$ cat config.mk
export PLATFORM = sky130hd
export DESIGN_NAME = cmd_issuer_flat
export DESIGN_NICKNAME = d
export VERILOG_FILES = /design/src/rtl/cmd_pkg.sv /design/src/rtl/cmd_issuer_if.sv /design/src/rtl/issue_scoreboard.sv /design/src/rtl/cmd_issuer.sv /design/src/flat_wrapper.sv
export SDC_FILE = /design/constraint.sdc
export NUM_CORES = 1
export LEC_CHECK = 0
export CAP_MARGIN = 20
export CORE_ASPECT_RATIO = 0.5
export CORE_MARGIN = 3
export CORE_UTILIZATION = 55
export DETAILED_ROUTE_END_ITERATION = 10
export PLACE_DENSITY_LB_ADDON = 0.1
export SLEW_MARGIN = 30
export SYNTH_ARGS = -nofsm -noshare
export SYNTH_HDL_FRONTEND = slang
export SYNTH_SLANG_ARGS = --single-unit
$ cat constraint.sdc
create_clock -name i_clk -period 16.4 [get_ports i_clk]
set_clock_uncertainty 0.2 [all_clocks]
set_input_delay 1.64 -clock i_clk [delete_from_list [all_inputs] [get_ports i_clk]]
set_output_delay 1.64 -clock i_clk [all_outputs]
set_load 0.005 [all_outputs]
$ cat src/rtl/cmd_pkg.sv
// Shared command format, opcode set and region-overlap helper for the command issuer.
package cmd_pkg;

  localparam int ADDR_W = 10;
  localparam int LEN_W  = 4;

  typedef enum logic [ADDR_W-1:0] {
    OP_NOP = 10'd0,
    OP_ADD = 10'd1,
    OP_MUL = 10'd2,
    OP_MAC = 10'd3
  } op_e;

  typedef struct packed {
    op_e               op;
    logic [ADDR_W-1:0] src_a;
    logic [ADDR_W-1:0] src_b;
    logic [ADDR_W-1:0] dst;
    logic [LEN_W-1:0]  len;
  } cmd_t;

  // Half-open regions [lo, lo+len); end computed one bit wider so it never wraps.
  // An empty region overlaps nothing.
  function automatic logic regions_overlap(input logic [ADDR_W-1:0] lo_a,
                                           input logic [LEN_W-1:0]  len_a,
                                           input logic [ADDR_W-1:0] lo_b,
                                           input logic [LEN_W-1:0]  len_b);
    logic [ADDR_W:0] hi_a;
    logic [ADDR_W:0] hi_b;
    hi_a = {1'b0, lo_a} + {{(ADDR_W+1-LEN_W){1'b0}}, len_a};
    hi_b = {1'b0, lo_b} + {{(ADDR_W+1-LEN_W){1'b0}}, len_b};
    return (len_a != '0) && (len_b != '0) &&
           ({1'b0, lo_a} < hi_b) && ({1'b0, lo_b} < hi_a);
  endfunction

endpackage

$ cat src/rtl/cmd_issuer_if.sv
// Command-FIFO and processing-unit pool signals seen by the issuer.
interface cmd_issuer_if
  import cmd_pkg::*;
#(
  parameter int NUM_UNITS = 4
);
  cmd_t                 queue_cmd;
  logic                 queue_empty;
  logic                 issuer_rd_queue;
  logic [NUM_UNITS-1:0] o_unit_valid;
  cmd_t                 o_unit_cmd;
  logic [NUM_UNITS-1:0] i_unit_done;
  logic                 finished_task;
  logic [31:0]          o_stall_cycles;

  modport master (
    input  queue_cmd, queue_empty, i_unit_done,
    output issuer_rd_queue, o_unit_valid, o_unit_cmd, finished_task, o_stall_cycles
  );

  modport slave (
    output queue_cmd, queue_empty, i_unit_done,
    input  issuer_rd_queue, o_unit_valid, o_unit_cmd, finished_task, o_stall_cycles
  );
endinterface

$ cat src/rtl/issue_scoreboard.sv
// In-flight table, one entry per processing unit: hazard check against the held
// command, lowest-free-entry search, and completion clearing.
module issue_scoreboard
  import cmd_pkg::*;
#(
  parameter int NUM_UNITS = 4,
  localparam int IDX_W    = (NUM_UNITS > 1) ? $clog2(NUM_UNITS) : 1
) (
  input  logic                 i_clk,
  input  logic                 i_rstn,
  input  logic [ADDR_W-1:0]    i_src_a,
  input  logic [ADDR_W-1:0]    i_src_b,
  input  logic [ADDR_W-1:0]    i_dst,
  input  logic [LEN_W-1:0]     i_len,
  input  logic                 i_alloc,
  input  logic [IDX_W-1:0]     i_alloc_idx,
  input  logic [NUM_UNITS-1:0] i_done,
  output logic                 o_hazard,
  output logic [IDX_W-1:0]     o_free_idx,
  output logic                 o_free_valid,
  output logic                 o_busy
);

  logic [NUM_UNITS-1:0] valid_q;
  logic [NUM_UNITS-1:0] valid_next;
  logic [ADDR_W-1:0]    src_a_q [NUM_UNITS];
  logic [ADDR_W-1:0]    src_b_q [NUM_UNITS];
  logic [ADDR_W-1:0]    dst_q   [NUM_UNITS];
  logic [LEN_W-1:0]     len_q   [NUM_UNITS];

  // Allocation only ever targets a free entry, so it cannot collide with a real done.
  always_comb begin
    valid_next = valid_q & ~i_done;
    if (i_alloc) valid_next[i_alloc_idx] = 1'b1;
  end

  always_ff @(posedge i_clk or negedge i_rstn) begin
    if (!i_rstn) begin
      valid_q <= '0;
      for (int k = 0; k < NUM_UNITS; k++) begin
        src_a_q[k] <= '0;
        src_b_q[k] <= '0;
        dst_q[k]   <= '0;
        len_q[k]   <= '0;
      end
    end else begin
      valid_q <= valid_next;
      if (i_alloc) begin
        src_a_q[i_alloc_idx] <= i_src_a;
        src_b_q[i_alloc_idx] <= i_src_b;
        dst_q[i_alloc_idx]   <= i_dst;
        len_q[i_alloc_idx]   <= i_len;
      end
    end
  end

  always_comb begin
    o_hazard = 1'b0;
    for (int k = 0; k < NUM_UNITS; k++) begin
      if (valid_q[k] &&
          (regions_overlap(dst_q[k], len_q[k], i_src_a, i_len) ||
           regions_overlap(dst_q[k], len_q[k], i_src_b, i_len) ||
           regions_overlap(i_dst, i_len, src_a_q[k], len_q[k]) ||
           regions_overlap(i_dst, i_len, src_b_q[k], len_q[k]) ||
           regions_overlap(i_dst, i_len, dst_q[k], len_q[k])))
        o_hazard = 1'b1;
    end
  end

  always_comb begin
    o_free_valid = 1'b0;
    o_free_idx   = '0;
    for (int k = NUM_UNITS - 1; k >= 0; k--) begin
      if (!valid_q[k]) begin
        o_free_valid = 1'b1;
        o_free_idx   = IDX_W'(k);
      end
    end
  end

  assign o_busy = |valid_q;

endmodule

$ cat src/rtl/cmd_issuer.sv
// Pops commands from the FIFO, stalls on region hazards or a full pool, and
// dispatches in order to the lowest-numbered free processing unit.
//
// state   | meaning
// S_FETCH | waiting for a non-empty FIFO; pops and latches the head
// S_HOLD  | holding one command until it can dispatch (NOPs retire directly)
module cmd_issuer
  import cmd_pkg::*;
#(
  parameter int NUM_UNITS = 4
) (
  input  logic         i_clk,
  input  logic         i_rstn,
  cmd_issuer_if.master bus
);

  localparam int IDX_W = (NUM_UNITS > 1) ? $clog2(NUM_UNITS) : 1;

  localparam logic [0:0] S_FETCH = 1'b0;
  localparam logic [0:0] S_HOLD  = 1'b1;

  logic [0:0]           state_q;
  logic                 active_q;
  logic                 seen_q;
  cmd_t                 held_q;
  logic [31:0]          stall_q;
  logic                 fin_q;

  logic                 hazard;
  logic [IDX_W-1:0]     free_idx;
  logic                 free_valid;
  logic                 busy;

  logic                 pop;
  logic                 in_hold;
  logic                 is_nop;
  logic                 dispatch;
  logic                 stall;
  logic [NUM_UNITS-1:0] unit_valid;

  issue_scoreboard #(.NUM_UNITS(NUM_UNITS)) u_scoreboard (
    .i_clk        (i_clk),
    .i_rstn       (i_rstn),
    .i_src_a      (held_q.src_a),
    .i_src_b      (held_q.src_b),
    .i_dst        (held_q.dst),
    .i_len        (held_q.len),
    .i_alloc      (dispatch),
    .i_alloc_idx  (free_idx),
    .i_done       (bus.i_unit_done),
    .o_hazard     (hazard),
    .o_free_idx   (free_idx),
    .o_free_valid (free_valid),
    .o_busy       (busy)
  );

  // active_q keeps the pop strobe low while reset is asserted and for the first edge after.
  assign pop      = active_q && (state_q == S_FETCH) && !bus.queue_empty;
  assign in_hold  = (state_q == S_HOLD);
  assign is_nop   = (held_q.op == OP_NOP);
  assign dispatch = in_hold && !is_nop && !hazard && free_valid;
  assign stall    = in_hold && !is_nop && !dispatch;

  always_comb begin
    unit_valid = '0;
    if (dispatch) unit_valid[free_idx] = 1'b1;
  end

  assign bus.issuer_rd_queue = pop;
  assign bus.o_unit_valid    = unit_valid;
  assign bus.o_unit_cmd      = dispatch ? held_q : '0;
  assign bus.finished_task   = fin_q;
  assign bus.o_stall_cycles  = stall_q;

  always_ff @(posedge i_clk or negedge i_rstn) begin
    if (!i_rstn) begin
      state_q  <= S_FETCH;
      active_q <= 1'b0;
      seen_q   <= 1'b0;
      held_q   <= '0;
      stall_q  <= '0;
      fin_q    <= 1'b0;
    end else begin
      active_q <= 1'b1;
      case (state_q)
        S_FETCH: begin
          if (pop) begin
            held_q  <= bus.queue_cmd;
            seen_q  <= 1'b1;
            state_q <= S_HOLD;
          end
        end
        default: begin
          if (is_nop || dispatch) state_q <= S_FETCH;
        end
      endcase
      if (stall && (stall_q != 32'hFFFF_FFFF)) stall_q <= stall_q + 32'd1;
      fin_q <= seen_q && (state_q == S_FETCH) && bus.queue_empty && !busy;
    end
  end

endmodule

$ cat src/flat_wrapper.sv
// flat-port wrapper written by rule: the top's interface ports become plain ports
module cmd_issuer_flat import cmd_pkg::*;
#(
  parameter int NUM_UNITS = 4
)
  (i_clk, i_rstn, bus_queue_cmd, bus_queue_empty, bus_i_unit_done, bus_issuer_rd_queue, bus_o_unit_valid, bus_o_unit_cmd, bus_finished_task, bus_o_stall_cycles);
  cmd_issuer_if #(.NUM_UNITS(NUM_UNITS)) bus_i ();
  input  logic i_clk;
  input  logic i_rstn;
  input wire logic [$bits(bus_i.queue_cmd)-1:0] bus_queue_cmd;
  input wire logic [$bits(bus_i.queue_empty)-1:0] bus_queue_empty;
  input wire logic [$bits(bus_i.i_unit_done)-1:0] bus_i_unit_done;
  output wire logic [$bits(bus_i.issuer_rd_queue)-1:0] bus_issuer_rd_queue;
  output wire logic [$bits(bus_i.o_unit_valid)-1:0] bus_o_unit_valid;
  output wire logic [$bits(bus_i.o_unit_cmd)-1:0] bus_o_unit_cmd;
  output wire logic [$bits(bus_i.finished_task)-1:0] bus_finished_task;
  output wire logic [$bits(bus_i.o_stall_cycles)-1:0] bus_o_stall_cycles;
  assign bus_i.queue_cmd = bus_queue_cmd;
  assign bus_i.queue_empty = bus_queue_empty;
  assign bus_i.i_unit_done = bus_i_unit_done;
  assign bus_issuer_rd_queue = bus_i.issuer_rd_queue;
  assign bus_o_unit_valid = bus_i.o_unit_valid;
  assign bus_o_unit_cmd = bus_i.o_unit_cmd;
  assign bus_finished_task = bus_i.finished_task;
  assign bus_o_stall_cycles = bus_i.o_stall_cycles;
  cmd_issuer #(.NUM_UNITS(NUM_UNITS)) u_core (.i_clk(i_clk), .i_rstn(i_rstn), .bus(bus_i));
endmodule
; Word-level counts from Yosys, hierarchy flattened
; Cells that the tools add are included.
[word_totals]
regBits = 220
latchBits = 0
rom_bits = 0
mem_bits_rw = 0
n_memories = 0
out_inout_bits = 82
word_cells = 211
input_bits = 51
[classes]
add_sub_neg = 16
bitwise_logic = 5
div = 0
order_cmp = 44
n_mux = 28
n_reduce_logical = 90
eq_ne = 1
mul = 0
shifts = 0
[ops]
columns = op, count
row1 = < comparator 10 x 11 -> 1 bit, 40
row2 = adder 10 x 4 -> 11 bit, 15
row3 = bitwise mux 40 bit, 3
row4 = logical AND 1 bit, 60
row5 = two-way mux 44 bit, 1
row6 = adder 32 x 1 -> 32 bit (second input constant), 1
row7 = inequality test 32 bit (second input constant), 1
row8 = demux 10 bit (select 2 bit), 1
row9 = nonzero test 4 bit, 5
row10 = logical OR 1 bit, 17
row11 = bitwise mux 16 bit, 1
row12 = two-way mux 1 bit, 12
row13 = two-way mux 4 bit, 3
row14 = logical NOT 10 bit, 1
row15 = two-way mux 10 bit, 1
row16 = demux 4 bit (select 2 bit), 1
row17 = two-way mux 2 bit, 4
row18 = logical NOT 1 bit, 5
row19 = AND 4 bit, 1
row20 = NOT 4 bit, 1
row21 = OR 4 bit, 1
row22 = OR reduction 4 bit, 1
row23 = greater-or-equal comparator 3 bit (second input constant), 1
row24 = < comparator 2 x 3 -> 1 bit (second input constant), 1
row25 = other kinds (6), 6

; Depth between registers and ports, before layout
; Gate-level depths: netlist of run 1.
[logic_depth]
depth_word = 19
depth_mapped = 22
ltp_nobuf = 19

; Modules after synthesis
; Synthesis of run 1 repeated with hierarchy kept, for this count alone.
[hier_totals]
cells_unflattened = 2018
area_unflattened_um2 = 20074.3
[modules_own_cells]
columns = mod, seq_area_each_um2, n_inst, cells_per_inst, area_each_um2
row1 = issue_scoreboard, 3503.4, 1, 1705, 16330.7
row2 = cmd_issuer, 2001.9, 1, 313, 3743.6

; Worst setup path before layout of run 1
; OpenSTA, ideal clock, no wires.
[synth_path]
path_type = reg2out
startpoint = reg u_core.held_q[5] in the netlist's numbering
endpoint = out bus_o_unit_cmd[14]
required_time_ps = 14560
arrival_ps = 4793
path_stages_with_launch = 21
slack_ps = 9767
path_buffers = 4
cell_sequence = dfrtp_1 -> ha_1 -> a21o_1 -> a21oi_1 -> nor2_1 -> o21ai_0 -> nor2_1 -> xnor2_1 -> ha_1 -> nand4_1 -> or3_1 -> a31oi_1 -> a221oi_1 -> o31a_1 -> a2111oi_0 -> and4_1 -> buf_4 -> buf_6 -> buf_2 -> clkbuf_1 -> and2_1
[synth_via]
elab_chain_cells = 15
word_cells_on_any_way = 73
classes_between = add/sub: 1 / order compare: 24 / mux: 5 / reduce/logical: 43
[synth_lines]
columns = element, line_no
row1 = start: declaration, cmd_issuer.sv:25  ; cmd_t held_q;
row2 = start signal: assignment, cmd_issuer.sv:88  ; held_q <= bus.queue_cmd;
row3 = adder 10 x 4 -> 11 bit or < comparator 10 x 11 -> 1 bit (tied branches), "cmd_pkg.sv:30, cmd_pkg.sv:33"
row4 = < comparator 10 x 11 -> 1 bit or logical AND 1 bit (tied branches), "cmd_pkg.sv:33, cmd_pkg.sv:32"
row5 = logical AND 1 bit, cmd_pkg.sv:33  ; ({1'b0, lo_a} < hi_b) && ({1'b0, lo_b} < hi_a);
row6 = logical OR 1 bit, issue_scoreboard.sv:62  ; regions_overlap(dst_q[k], len_q[k], i_src_b, i_len) ||
row7 = logical OR 1 bit, issue_scoreboard.sv:63  ; regions_overlap(i_dst, i_len, src_a_q[k], len_q[k]) ||
row8 = logical OR 1 bit, issue_scoreboard.sv:64  ; regions_overlap(i_dst, i_len, src_b_q[k], len_q[k]) ||
row9 = logical AND 1 bit, issue_scoreboard.sv:60  ; if (valid_q[k] &&
row10 = two-way mux 1 bit (3 in series), issue_scoreboard.sv:60
row11 = two-way mux 1 bit (*), issue_scoreboard.sv:60
row12 = logical NOT 1 bit (*), cmd_issuer.sv:61  ; assign dispatch = in_hold && !is_nop && !hazard && free_valid;
row13 = logical AND 1 bit (*) (2 in series), cmd_issuer.sv:61
row14 = two-way mux 44 bit (*), cmd_issuer.sv:71  ; assign bus.o_unit_cmd = dispatch ? held_q : '0;
row15 = end: declaration, flat_wrapper.sv:15  ; output wire logic [$bits(bus_i.o_unit_cmd)-1:0] bus_o_unit_cmd;
; Mark *: on every way between the ends. The rest lies on a longest branch, timed or not.

; Worst setup path in the final report of run 1
[layout_path]
startpoint = reg u_core.held_q[1] in the netlist's numbering
endpoint = out bus_o_unit_valid[1]
[layout_via]
elab_chain_cells = 17
word_cells_on_any_way = 96
classes_between = add/sub: 3 / order compare: 20 / mux: 5 / reduce/logical: 68
[layout_lines]
columns = element, line_no
row1 = adder 10 x 4 -> 11 bit or nonzero test 4 bit (tied branches), "cmd_pkg.sv:31, cmd_pkg.sv:32"
row2 = < comparator 10 x 11 -> 1 bit or logical AND 1 bit (tied branches), "cmd_pkg.sv:33, cmd_pkg.sv:32"
row3 = logical AND 1 bit, cmd_pkg.sv:32  ; return (len_a != '0) && (len_b != '0) &&
row4 = logical AND 1 bit, cmd_pkg.sv:33
row5 = logical OR 1 bit, issue_scoreboard.sv:61  ; (regions_overlap(dst_q[k], len_q[k], i_src_a, i_len) ||
row6 = logical OR 1 bit, issue_scoreboard.sv:62
row7 = logical OR 1 bit, issue_scoreboard.sv:63
row8 = logical OR 1 bit, issue_scoreboard.sv:64
row9 = logical AND 1 bit, issue_scoreboard.sv:60
row10 = two-way mux 1 bit (3 in series), issue_scoreboard.sv:60
row11 = two-way mux 1 bit (*), issue_scoreboard.sv:60
row12 = logical NOT 1 bit (*), cmd_issuer.sv:61
row13 = logical AND 1 bit (*) (2 in series), cmd_issuer.sv:61
row14 = two-way mux 4 bit (*), cmd_issuer.sv:66  ; if (dispatch) unit_valid[free_idx] = 1'b1;
row15 = end: declaration, flat_wrapper.sv:14  ; output wire logic [$bits(bus_i.o_unit_valid)-1:0] bus_o_unit_valid;
; Marked as above.

==> out/results.ini, run 1 <==
[clock_network]
htree_levels=1
post_cts_resized=0
ctsLongestPathBuffers=3
cts_hold_buf=0
cts_root_buffer=clkbuf_16
path_clk_slew_ns=0.06
clkLatencyLatePin_ns=0.57
postCtsSetupBuffers=0
cts_tree=built
numCtsBuffers=24
clock-sinks=220

[floorplanning]
initial_core_util=0.566
fp.dieW_um=279
io_pins=133
die_area_um2=39900
coreArea_um2=36400
die_h_um=143
rows=49

[timing]
clock.fmax_ghz=0.110
finalHoldViolCount=0
tightest_slew_ns=1.06
post-route-period-util=0.555
final_max_slew_viol_count=0
whs_ns=0.277
finalSetupTns_ns=0
finalSetupViolCount=0
period_minus_slack_ns=9.10
worst_slack_ns=7.30
slew_headroom=0.296
rsz0062_at_grt=no

[routing]
postRouteAntennaNets=0
wire_per_inst_um=23.8
routed_via_density=6.37
drc=0
drtIter0Drc=1590
via_count=17100
first_pass_iters=6
postRouteWirelength_um=63900

[logic_synthesis]
ys_ff_latch=220
synth.distinct_cells=87
async_reset_ff_frac=1.00
yosysWarnings=0
avgSynthCellArea_um2=10.0
synth.cell_area_um2=20600
synthCells=2056
synth_nets=2497
synth_edf_count=0
synth_ff_type=dfrtp_1
ys_seq_area_frac=0.268

[critical_path]
worstPathArrival_ns=7.26
critPathKind=reg -> out
crit_path_start_kind=flip-flop
reg2reg_depth=19
crit_fanout=74
end_kind=output port
critical_path_required_ns=14.56

[grt]
grt_pass1_wl_um=99400
grt_overflow=0
grt_max_degree=96
grt_pass1_vias=17200
antenna_found_initial=3
grt_usage=0.323

[layout]
antenna_cells=0
syn2layout_area_growth_pct=13.3
drive_above_1_share=0.0856
layout_common_cells=ha_1, dfrtp_1, clkdlybuf4s50_1, a21oi_1, o21ai_0
fin_nets=2621
final_common_cell=ha_1

[hold_path]
hold_class=reg -> reg
hold-path-cell-count=1

[placement]
portBuffers=132
globalplace.congestion=0.942
place_hpwl_um=48000
dp_slack_ns=7.98

[run_status]
status=finished, final reports clean

[run]
max_cap_viol_count=0

-- final timing paths --
path | from | end | slack (ns)
setup / recovery | u_core.held_q[1]$_DFFE_PN0P_ | bus_o_unit_valid[1] | 7.30
hold / removal | u_core.seen_q$_DFFE_PN0P_ | u_core.seen_q$_DFFE_PN0P_ | 0.28
setup reg to reg | u_core.held_q[1]$_DFFE_PN0P_ | u_core.u_scoreboard.dst_q[6]$_DFFE_PN0P_ | 9.39
hold reg to reg | u_core.seen_q$_DFFE_PN0P_ | u_core.seen_q$_DFFE_PN0P_ | 0.28
max in group asynchronous | i_rstn | u_core.bus.o_stall_cycles[26]$_DFFE_PN0P_ | 13.80
min in group asynchronous | i_rstn | u_core.u_scoreboard.dst_q[16]$_DFFE_PN0P_ | 0.94
-- kinds of logic (layout without fill, tap and decap cells) --
| logic type | after synthesis | after routing | share of synthesized area |
|---|---|---|---|
| AND/OR/NAND/NOR | 477 | 477 | 0.127 |
| flip-flops | 220 | 220 | 0.268 |
| multiplexers | 177 | 177 | 0.100 |
| buffers and inverters | 115 | 254 | 0.0240 |
| other | 1 | 1 | 0.000182 |
| AO/OA/AOI/OAI | 507 | 507 | 0.162 |
| XOR/XNOR | 158 | 158 | 0.0699 |
| adder cells (fa/ha/maj) | 401 | 401 | 0.248 |
-- synth_stat cells, types with 5 or more instances --
master | count | share of area
buf_2 | 15 | 0.0037
fa_1 | 15 | 0.015
nor4_1 | 16 | 0.0049
a31oi_1 | 24 | 0.0073
a221oi_1 | 6 | 0.0026
dfrtp_1 | 220 | 0.27
nand3_1 | 54 | 0.013
mux2_2 | 64 | 0.035
and2_1 | 52 | 0.016
o21bai_1 | 8 | 0.0029
o2111ai_1 | 9 | 0.0038
o21a_1 | 26 | 0.0095
o21ai_1 | 5 | 0.0012
nand2b_1 | 39 | 0.012
mux2_1 | 91 | 0.050
clkbuf_1 | 46 | 0.0084
or3_1 | 10 | 0.0030
mux2_4 | 20 | 0.015
a211o_1 | 12 | 0.0051
xor2_1 | 96 | 0.041
xnor2_1 | 58 | 0.025
and4_1 | 13 | 0.0055
a21oi_1 | 118 | 0.029
a2111oi_0 | 16 | 0.0068
ha_1 | 375 | 0.23
nor2_1 | 54 | 0.0099
nor3_1 | 25 | 0.0061
o211ai_1 | 19 | 0.0069
inv_1 | 43 | 0.0079
o21ai_0 | 104 | 0.025
or2_2 | 8 | 0.0024
nand2_1 | 99 | 0.018
or4_1 | 7 | 0.0026
a21o_1 | 72 | 0.026
and3_1 | 23 | 0.0070
nand4_1 | 32 | 0.0097
a211oi_1 | 24 | 0.0088
nor2b_1 | 29 | 0.0088
o22ai_1 | 9 | 0.0027
maj3_1 | 10 | 0.0049
a22oi_1 | 6 | 0.0022
a21boi_0 | 6 | 0.0022
-- through the flow --
stage | utilization | area [um2] | instances
2_1_floorplan | - | 20600 | 2056
6_report | 0.641 | 23300 | 2679
5_1_grt | 0.641 | 23300 | 2679
3_5_place_dp | 0.618 | 22500 | 2638
4_1_cts | 0.641 | 23300 | 2679
3_3_place_gp | 0.618 | 22500 | 2638
-- critical path, stage by stage, from the launching register on --
cell,delay [ns]
dfrtp_1,0.78
ha_1,0.34
a21o_1,0.17
a21oi_1,0.22
nor2_1,0.06
o21ai_0,0.42
nor2_1,0.12
xnor2_1,0.16
buf_4,0.23
ha_1,0.31
nand4_1,0.09
or3_1,0.36
a31oi_1,0.19
a221oi_1,0.07
o31a_1,0.34
a2111oi_0,0.35
and4_2,0.43
buf_4,0.63
nand3_4,0.61
inv_1,0.17
clkdlybuf4s50_1,0.52
-- state kept, by name, summed over array words and instances, names as in the netlist --
register and cells:
u_core.held_q 44, u_core.u_scoreboard.dst_q 40, u_core.u_scoreboard.src_a_q 40, u_core.u_scoreboard.src_b_q 40
u_core.bus.o_stall_cycles 32, u_core.u_scoreboard.len_q 16, u_core.u_scoreboard.valid_q 4, u_core.active_q 1
u_core.bus.finished_task 1, u_core.in_hold 1, u_core.seen_q 1
-- final cells by class --
cell class	count	area, um2
Tap cell	484	606
Multi-Input combinational cell	1721	14600
Sequential cell	220	5510
Timing Repair Buffer	170	1620
Clock inverter	10	138
Inverter	43	161
Fill cell	3011	13100
Clock buffer	31	687
-- metal layers --
metal	wire (um)	share of wire	GRT usage
met5	0	0	0
met4	2310	0.036	0.106
met1	28600	0.45	0.449
met3	5280	0.083	0.0578
met2	27700	0.43	0.516
Power of run 1 is left out: the tool's default activity adds up to more than one toggle a clock period on the data nets, which glitch-free logic cannot reach.
==> run 2: changes to the inputs <==
Clock period 16.4 ns to 8.7 ns, I/O delays scaled along.
==> run 2 against run 1 <==
  * Via count grew 1.4%
  * Count of clock-buffer cells in the layout shrank 4
  * Final cell count up 0.15%
  * Sequential share of layout area about the same
  * Register-to-register slack got worse by 7.7 ns
  * Worst hold slack worse by 0.15 ns
==> out/results.ini, run 2 (same netlist as run 1, synthesis figures left out) <==
[clock_network]
cts_hold_buf=0
numCtsBuffers=23
cts_root_buffer=clkbuf_16
ctsLongestPathBuffers=3
postCtsSetupBuffers=0
path_clk_slew_ns=0.07
cts_tree=built
clkLatencyLatePin_ns=0.56
htree_levels=1
post_cts_resized=0
clock-sinks=220

[layout]
drive_above_1_share=0.0860
syn2layout_area_growth_pct=13.3
seqCellArea_um2=5510
layout_common_cells=ha_1, dfrtp_1, clkdlybuf4s50_1, a21oi_1, o21ai_0
fin_nets=2624
fillerInstances=3013
largest_register_ff_count=44
regMostFlops=u_core.held_q
final_common_cell=ha_1
multi_input_area_um2=14600

[floorplanning]
fp.dieW_um=279
rows=49
die_h_um=143
io_pins=133
initial_core_util=0.566
die_area_um2=39900
coreArea_um2=36400

[run]
max_cap_viol_count=0

[critical_path]
critical_path_required_ns=7.63
critPathMaxStageDelay_ns=0.76
critPathKind=reg -> out
end_kind=output port
slowest_stage=xnor2_1
crit_fanout=36
worst-path-buf-inv=4
crit_chain=ha_1 > a21o_1 > a21oi_1 > nor2_1 > o21ai_0 > nor2_1 > xnor2_1 > buf_4 > ha_1 > and4_1 > o211ai_1 > o21ai_0 > o211ai_1 > a21oi_1 > o211ai_1 > nor4b_1 > and4_2 > buf_4 > nand3_4 > inv_1 > clkdlybuf4s50_1
worstPathArrival_ns=6.95
crit_path_start_kind=flip-flop
critPathTopFamily=simple AND/OR/NAND/NOR gates
cpMostUsedCell=o211ai_1
ff2ff_setup_slack_ns=1.66

[grt]
antenna_found_initial=2
grt_overflow=0
grt_pass1_wl_um=102000
grt_pass1_vias=17300
grt_max_degree=122
grt_usage=0.333

[routing]
postRouteAntennaNets=0
wire_per_inst_um=24.5
routed_via_density=6.45
postRouteWirelength_um=65800
first_pass_iters=5
drc=0
via_count=17300
drtIter0Drc=1478

[placement]
globalplace.congestion=0.999
portBuffers=132
place_hpwl_um=49000

[timing]
post-route-period-util=0.922
period_minus_slack_ns=8.02
rsz0062_at_grt=no
finalSetupViolCount=0
tightest_slew_ns=0.991
finalHoldViolCount=0
clock.fmax_ghz=0.125
finalSetupTns_ns=0
slew_headroom=0.331
final_max_slew_viol_count=0

[run_status]
status=finished, final reports clean

[hold_path]
hold_class=in -> async

## run 2: final timing paths
path	start	cells past startpoint	end
setup reg to reg	u_core.held_q[1]$_DFFE_PN0P_	20	u_core.u_scoreboard.dst_q[8]$_DFFE_PN0P_
hold reg to reg	u_core.bus.o_stall_cycles[30]$_DFFE_PN0P_	1	u_core.bus.o_stall_cycles[30]$_DFFE_PN0P_
hold / removal	i_rstn	1	u_core.u_scoreboard.src_b_q[38]$_DFFE_PN0P_
min in group i_clk	u_core.bus.o_stall_cycles[30]$_DFFE_PN0P_	1	u_core.bus.o_stall_cycles[30]$_DFFE_PN0P_
setup / recovery	u_core.held_q[1]$_DFFE_PN0P_	21	bus_o_unit_valid[1]
max in group asynchronous	i_rstn	2	u_core.bus.o_stall_cycles[24]$_DFFE_PN0P_
## run 2: stage by stage
stage / cell area, um2 / std cells / utilization / hold slack, ns / worst slack [ns]
after floorplan: 20600 / 2056 / - / 0.240 / 2.84
after global placement: 22500 / 2642 / 0.619 / 0.271 / 1.46
after detailed placement: 22500 / 2642 / 0.619 / 0.278 / 1.42
after CTS: 23300 / 2682 / 0.641 / 0.189 / 0.801
after global routing: 23300 / 2682 / 0.641 / 0.207 / 0.296
final: 23300 / 2683 / 0.641 / 0.131 / 0.676
## run 2: routing by layer
metal	global-route usage	vias to the layer above	part of all wire
li1	-	7986	-
met1	0.455	8512	0.45
met2	0.528	658	0.43
met3	0.0691	150	0.075
met4	0.118	0	0.036
met5	0	-	0
## run 2: layout make-up
type,instances,share of cell area
antenna,1,0.000107
clock buffer,27,0.0258
clock inverter,13,0.00838
inverter,43,0.00693
multi-input combinational,1721,0.626
sequential,220,0.236
tap,484,0.0260
timing repair buffer,174,0.0710
Power of run 2 is left out for the same reason.
